==> src/rtl/mux_sched_pkg.sv <==
// Shared types for the serial-to-lane mux scheduler: FSM state, lane index and one-hot decode.
package mux_sched_pkg;

    localparam int unsigned LaneCount = 4;

    typedef enum logic [1:0] {
        StIdle = 2'd0,
        StRun  = 2'd1,
        StDone = 2'd2
    } state_e;

    typedef logic [1:0] lane_t;

    function automatic logic [LaneCount-1:0] lane_onehot(input lane_t lane);
        lane_onehot       = '0;
        lane_onehot[lane] = 1'b1;
    endfunction

endpackage

==> src/rtl/mux_sched_counter.sv <==
// Slot, lane and bit counters for mux_scheduler; flags report the terminal accept of a slot/frame.
module mux_sched_counter
    import mux_sched_pkg::*;
#(
    parameter int unsigned BITS_PER_SLOT = 1,
    parameter int unsigned FRAME_BITS    = 32
) (
    input  logic       i_clk,
    input  logic       i_rst_n,
    input  logic       i_clear,
    input  logic       i_advance,
    output lane_t      o_lane,
    output logic [7:0] o_bit_count,
    output logic       o_frame_last
);

    localparam logic [2:0] SlotLast  = 3'(BITS_PER_SLOT - 1);
    localparam logic [7:0] FrameLast = 8'(FRAME_BITS - 1);

    logic [2:0] r_slot;
    lane_t      r_lane;
    logic [7:0] r_bit;
    logic       w_slot_last;

    assign w_slot_last = (r_slot == SlotLast);

    always_ff @(posedge i_clk or negedge i_rst_n) begin
        if (!i_rst_n) begin
            r_slot <= '0;
            r_lane <= '0;
            r_bit  <= '0;
        end else if (i_clear) begin
            r_slot <= '0;
            r_lane <= '0;
            r_bit  <= '0;
        end else if (i_advance) begin
            r_bit <= r_bit + 8'd1;
            if (w_slot_last) begin
                r_slot <= '0;
                r_lane <= r_lane + 2'd1;
            end else begin
                r_slot <= r_slot + 3'd1;
            end
        end
    end

    assign o_lane       = r_lane;
    assign o_bit_count  = r_bit;
    // High while the next accept is the one that completes the frame.
    assign o_frame_last = (r_bit == FrameLast);

endmodule

==> src/rtl/mux_scheduler.sv <==
// Distributes a serial bit stream over four lanes in frames of FRAME_BITS accepted bits.
// Optional abort input is enabled by defining MUX_SCHEDULER_ABORT_EN.
module mux_scheduler
    import mux_sched_pkg::*;
#(
    parameter int unsigned BITS_PER_SLOT = 1,
    parameter int unsigned FRAME_BITS    = 32
) (
    input  logic       inClock,
    input  logic       inReset,
    input  logic       inStart,
    input  logic       inValid,
    input  logic       inData,
`ifdef MUX_SCHEDULER_ABORT_EN
    input  logic       inAbort,
`endif
    output logic [1:0] outSel,
    output logic       outData,
    output logic [3:0] outLaneEn,
    output logic       outBusy,
    output logic       outDone,
    output logic [7:0] outBitCount
);

    state_e     r_state;
    state_e     w_state_next;
    logic       w_accept;
    logic       w_clear;
    logic       w_abort;
    lane_t      w_lane;
    logic [7:0] w_bit_count;
    logic       w_frame_last;

    lane_t      r_sel;
    logic       r_data;
    logic [3:0] r_lane_en;
    logic       r_done;

`ifdef MUX_SCHEDULER_ABORT_EN
    assign w_abort = inAbort;
`else
    assign w_abort = 1'b0;
`endif

    mux_sched_counter #(
        .BITS_PER_SLOT (BITS_PER_SLOT),
        .FRAME_BITS    (FRAME_BITS)
    ) u_counter (
        .i_clk        (inClock),
        .i_rst_n      (inReset),
        .i_clear      (w_clear),
        .i_advance    (w_accept),
        .o_lane       (w_lane),
        .o_bit_count  (w_bit_count),
        .o_frame_last (w_frame_last)
    );

    always_ff @(posedge inClock or negedge inReset) begin
        if (!inReset) begin
            r_state <= StIdle;
        end else begin
            r_state <= w_state_next;
        end
    end

    always_comb begin
        w_state_next = r_state;
        w_accept     = 1'b0;
        w_clear      = 1'b0;
        case (r_state)
            StIdle: begin
                // A bit presented alongside the start request is not accepted.
                if (inStart) begin
                    w_state_next = StRun;
                    w_clear      = 1'b1;
                end
            end
            StRun: begin
                if (w_abort) begin
                    w_state_next = StIdle;
                end else if (inValid) begin
                    w_accept = 1'b1;
                    if (w_frame_last) begin
                        w_state_next = StDone;
                    end
                end
            end
            StDone: begin
                w_state_next = StIdle;
            end
            default: begin
                w_state_next = StIdle;
            end
        endcase
    end

    // Output stage: every lane-facing signal lags its accept by exactly one cycle.
    always_ff @(posedge inClock or negedge inReset) begin
        if (!inReset) begin
            r_sel     <= '0;
            r_data    <= 1'b0;
            r_lane_en <= '0;
            r_done    <= 1'b0;
        end else begin
            r_lane_en <= w_accept ? lane_onehot(w_lane) : 4'b0000;
            r_done    <= (r_state == StDone);
            if (w_accept) begin
                r_sel  <= w_lane;
                r_data <= inData;
            end
        end
    end

    assign outSel      = r_sel;
    assign outData     = r_data;
    assign outLaneEn   = r_lane_en;
    assign outDone     = r_done;
    assign outBusy     = (r_state == StRun);
    assign outBitCount = w_bit_count;

endmodule

==> config.mk <==
export PLATFORM = sky130hd
export DESIGN_NAME = mux_scheduler
export DESIGN_NICKNAME = d
export VERILOG_FILES = /design/src/rtl/mux_sched_pkg.sv /design/src/rtl/mux_sched_counter.sv /design/src/rtl/mux_scheduler.sv
export SDC_FILE = /design/constraint.sdc
export NUM_CORES = 1
export LEC_CHECK = 0
export BUFFER_PORTS_ARGS = -buffer_cell sky130_fd_sc_hd__buf_4
export CAP_MARGIN = 10
export CORE_AREA = 2 2 53 55
export DETAILED_ROUTE_END_ITERATION = 6
export DIE_AREA = 0 0 55 57
export SLEW_MARGIN = 0
export SYNTH_ARGS = -nofsm -noshare
export SYNTH_HDL_FRONTEND = slang
export SYNTH_SLANG_ARGS = --single-unit
==> constraint.sdc <==
create_clock -name inClock -period 3.05 [get_ports inClock]
set_clock_uncertainty 0.1 [all_clocks]
set_input_delay 0.305 -clock inClock [delete_from_list [all_inputs] [get_ports inClock]]
set_output_delay 0.305 -clock inClock [all_outputs]
set_load 0.03 [all_outputs]
Word level (Yosys, flattened, before mapping). Index checks and enable logic that the tools add are counted.

Bits in registers: 23. Input port bits: 5. Output and inout port bits: 17. Word-level logic and storage cells: 45.

Add/sub/neg operators: 3. Order comparisons: 2. Equality and inequality tests: 6. Mux-type cells: 19. Reductions and logical operators: 7.

Operators with widths (count): 8-bit two-way mux (2); 2-bit two-way mux (6); 3-bit two-way mux (3); 8-bit by 1-bit adder with 8-bit output (second input constant) (1); 8-bit by 5-bit == test with 1-bit output (second input constant) (1); 1-bit two-way mux (5); 4-bit two-way mux (1); 2-bit inequality test (second input constant) (2); 2-bit one-hot mux with 2 select lines (1); 2-bit nonzero test (2); 3-bit by 1-bit adder with 3-bit output (second input constant) (1); 3-bit zero test (1); 2-bit by 3-bit less-than comparator with 1-bit output (second input constant) (1); 3-bit AND reduction (1); 2-bit by 1-bit adder with 2-bit output (second input constant) (1); 1-bit demux with 2-bit select (1); 2-bit by 1-bit == test with 1-bit output (second input constant) (1); 2-bit == test (second input constant) (1); 2-bit by 1-bit greater-or-equal comparator with 1-bit output (second input constant) (1); 2-bit zero test (1); 2-bit by 1-bit inequality test with 1-bit output (second input constant) (1); 2-bit AND reduction (1); 1-bit logical AND (1).

Logic depth before layout (Yosys ltp).
Depth after elaboration: 5. Mapped depth: 5. Gate-level depth less buffers: 5.

Hierarchy. Synthesis repeated with hierarchy kept, for this count alone.

Cell total of the unflattened synthesis: 94. Area, all modules: 1043.5 µm².

By module, submodules not included: mux_sched_counter (times used 1, cells an instance 65, area an instance 654.4 µm², seq. area each 325.3 µm²); mux_scheduler (times used 1, cells an instance 29, area an instance 389.1 µm², seq. area each 250.2 µm²).

Worst setup path before layout. No wires, ideal clock.

Kind: register to register. Start: reg u_counter.r_bit[0] (netlist: u_counter.o_bit_count[0]). End: reg u_counter.r_bit[6] (netlist: u_counter.o_bit_count[6]). Setup time: 0.078 ns. Arrival time: 1.418 ns. Required time: 2.872 ns. Slack: 1.455 ns. Stages on the path, launching flop included: 5. Path buffers: 0. Period minus slack after synthesis: 1.595 ns. Cell sequence: dfrtp_1 > ha_1 > nand4b_1 > or3_1 > a21oi_1.

Word-level cells in the longest chain between the ends: 3.

RTL lines: from (decl) (line mux_sched_counter.sv:22) `logic [7:0] r_bit;`; from (signal assigned) (line mux_sched_counter.sv:37) `r_bit <= r_bit + 8'd1;`; 8-bit by 1-bit adder with 8-bit output (line mux_sched_counter.sv:37); 8-bit two-way mux (line mux_sched_counter.sv:36) `end else if (i_advance) begin`; 8-bit two-way mux (line mux_sched_counter.sv:32) `end else if (i_clear) begin`.

No other way between the ends. The select of a mux whose other input is x is not followed. A chain may end at the register's enable or synchronous reset.

Final worst setup path.
Start: reg r_state[0]. End: out outBusy.

Word-level cells in the longest chain between the ends: 1.

RTL lines: from (decl) (line mux_scheduler.sv:25) `state_e r_state;`; from (signal assigned) (line mux_scheduler.sv:60) `r_state <= StIdle;`; from (signal assigned) (line mux_scheduler.sv:62) `r_state <= w_state_next;`; 2-bit by 1-bit == test with 1-bit output (line mux_scheduler.sv:118) `assign outBusy = (r_state == StRun);`; to (decl) (line mux_scheduler.sv:20) `output logic outBusy,`.

No other way between the ends.

==> results.yml <==
status:
  status: "finished, final reports clean"
timing:
  min_period_over_period: 0.554
  drv_slew: 0
  fin_ws_ns: 1.36
  slew_headroom: 0.626
  worst_pin_slew_ns: 0.558
  grt_setup_unrepaired: "false"
  setup_tns_ns: 0
  finalHoldViolations: 0
  fmax_mhz: 591
  fin_crit_ns: 1.69
  setup_viol: 0
global_routing:
  antenna_found_initial: 0
  grt_pass1_wl_um: 3680
  grt_max_degree: 24
  grt_pass1_vias: 794
  grt_usage: 0.160
  grt_overflow: 0
power:
  combinationalPowerShare: 0.455
  intPower_mw: 0.644
  seq_power_share: 0.425
  p_leak_nw: 0.634
  ir_drop_mv: 0.554
  swShare: 0.436
  p_clk_frac: 0.120
  powerDensity_nw_per_um2: 871
  p_sw_mw: 0.497
cts:
  clockBufferDepth: 2
  cts_sinks: 23
  root_buffer: "clkbuf_4"
  cts_setup_buffers: 0
  cts_resized: 0
  cts.hold.buffers_added: 1
  clk_pin_slew_ns: 0.12
  cts_tree: "yes"
  clk_latency_ns: 0.31
  cts_max_level: 1
  cts_inserted_buffers: 3
route:
  wl_um: 2120
  drc: 0
  num_vias: 788
  dr.pass1.iters: 4
  drt_first_iter_violations: 17
  via_per_inst: 4.99
  ant_nets: 0
  avgRoutedWirePerCell_um: 13.4
die:
  die_area_um2: 3140
  core_um2: 2620
  start_util: 0.415
  fp.dieW_um: 55
  die_h_um: 57
  rows: 19
  io_pins: 22
place:
  dpl_worst_slack_ns: 1.43
  port_buffers: 21
  dp_hpwl_um: 1530
  dp_cells: 153
  place.gp.congestion: 0.762
cells_and_area:
  nets: 140
  diodes: 0
  multiInputGateArea_um2: 472
  final_cell_mix: "dfrtp_1 (23), buf_4 (21), nand2_1 (14)"
  area_delta_synth_final_pct: 20.6
  drive_above_1_share: 0.220
  seq_area_um2: 576
  n_fill_cell: 252
  stdcell_count: 158
  final_common_cell: "dfrtp_1"
worst_setup_path:
  required_ns: 2.64
  cp.arrival_ns: 1.29
  worstSetupPathType: "reg2out"
  crit_fanout: 7
  worst_setup_path_start_kind: "flop"
  critical_path.max_stage_delay_ns: 0.49
  end_kind: "primary output"
  path_buf_inv: 2
  crit_chain: "or2b_1 -> inv_1 -> buf_4"
  path_delay_family: "flip-flops"
  slowest_stage: "dfrtp_1"
synth:
  ys_seq_area_frac: 0.530
  syn_inst: 103
  synth_area_um2: 1090
  syn_nets: 115
  ys_types: 29
  synth-warning-count: 0
  ys_seq_elements: 23
  avgSynthCellArea_um2: 10.5
run:
  cap_violations: 0
worst_hold_path:
  hold_class: "in2reg"
==> cells by family (layout without fill, tap and decap cells) <==
family	Yosys count	in the layout	share of synthesized area
and+or+nand+nor	44	44	0.237
DFF	23	23	0.530
AOI/OAI and AO/OA	13	13	0.0622
buffers and inverters	10	34	0.0357
adders and majority gates	7	7	0.0806
muxes	4	4	0.0380
xor gates and xnor gates	2	2	0.0161
==> state kept, by name, indices dropped and copies added (netlist names) <==
name,count
r_state,2
u_counter.r_slot,3
u_counter.o_bit_count,8
outDone,1
outSel,2
u_counter.o_lane,2
outData,1
outLaneEn,4
==> metrics by stage <==
stage / power (mW) / util / cell area (um2) / hold slack, ns
6_report: 1.14 / 0.501 / 1310 / 0.0702
5_1_grt: 1.23 / 0.501 / 1310 / 0.0656
4_1_cts: 1.15 / 0.501 / 1310 / 0.0686
3_5_place_dp: 1.02 / 0.487 / 1270 / 0.113
3_3_place_gp: 1.01 / 0.487 / 1270 / 0.114
2_1_floorplan: 0.819 / - / 1090 / -0.0906
==> final cells by class <==
type / count / area share
Inverter: 8 / 0.0229
Timing Repair Buffer: 22 / 0.128
Sequential cell: 23 / 0.439
Tap cell: 31 / 0.0296
Multi-Input combinational cell: 70 / 0.360
Clock buffer: 4 / 0.0201
==> power groups by stage <==
| stage | combinational (mW) | clock (mW) | sequential (mW) |
|---|---|---|---|
| after detailed placement | 0.525 | 0 | 0.492 |
| after floorplan | 0.208 | 0 | 0.610 |
| after CTS | 0.526 | 0.142 | 0.486 |
| final | 0.519 | 0.137 | 0.485 |
| after global placement | 0.519 | 0 | 0.486 |
| after global routing | 0.574 | 0.157 | 0.500 |
==> worst paths after layout <==
path,slack [ns],startpoint,end,cells after the start
setup / recovery,1.36,r_state[0],outBusy,3
hold / removal,0.07,inData,outData,3
setup reg to reg,1.43,u_counter.o_bit_count[0],u_counter.o_bit_count[6],4
hold reg to reg,0.41,outSel[1],outSel[1],2
max in group asynchronous,2.31,inReset,u_counter.o_bit_count[1],2
min in group asynchronous,0.30,inReset,outLaneEn[2],2
==> cells in the mapped netlist <==
cell type,count,share of area
o31ai_1,1,0.0069
nand2b_1,1,0.0058
mux2_2,1,0.010
o21ai_0,6,0.028
and3b_1,1,0.0081
or4_1,2,0.014
nand2_1,14,0.048
clkbuf_1,1,0.0035
nand3b_1,1,0.0069
nand4_1,1,0.0058
buf_2,1,0.0046
nor4_1,2,0.012
dfrtp_1,23,0.53
nor3_1,1,0.0046
and2_1,5,0.029
nand3b_4,1,0.018
a21oi_1,6,0.028
nand4b_1,1,0.0081
and2b_1,1,0.0069
or3_1,2,0.012
or3b_2,1,0.0081
xnor2_1,2,0.016
mux2i_1,3,0.028
or2b_1,1,0.0069
ha_1,7,0.081
nand3_1,4,0.018
nor2_1,4,0.014
inv_1,8,0.028
nor3b_2,1,0.012
==> tightest hold or removal path: cells and delay by family <==
kind	cells	cell delay (ns)
buffers and inverters	1	0.07
AND/OR/NAND/NOR	2	0.08
==> routing by layer <==
| layer | vias to the layer above | wire length, um | track usage | share of wire |
|---|---|---|---|---|
| li1 | 396 | - | - | - |
| met4 | 0 | 17 | 0.0418 | 0.0080 |
| met5 | - | 0 | 0 | 0 |
| met1 | 378 | 1050 | 0.235 | 0.50 |
| met3 | 2 | 60 | 0.0471 | 0.028 |
| met2 | 12 | 988 | 0.231 | 0.47 |
Note: power is estimated with default switching activity, not from simulation.
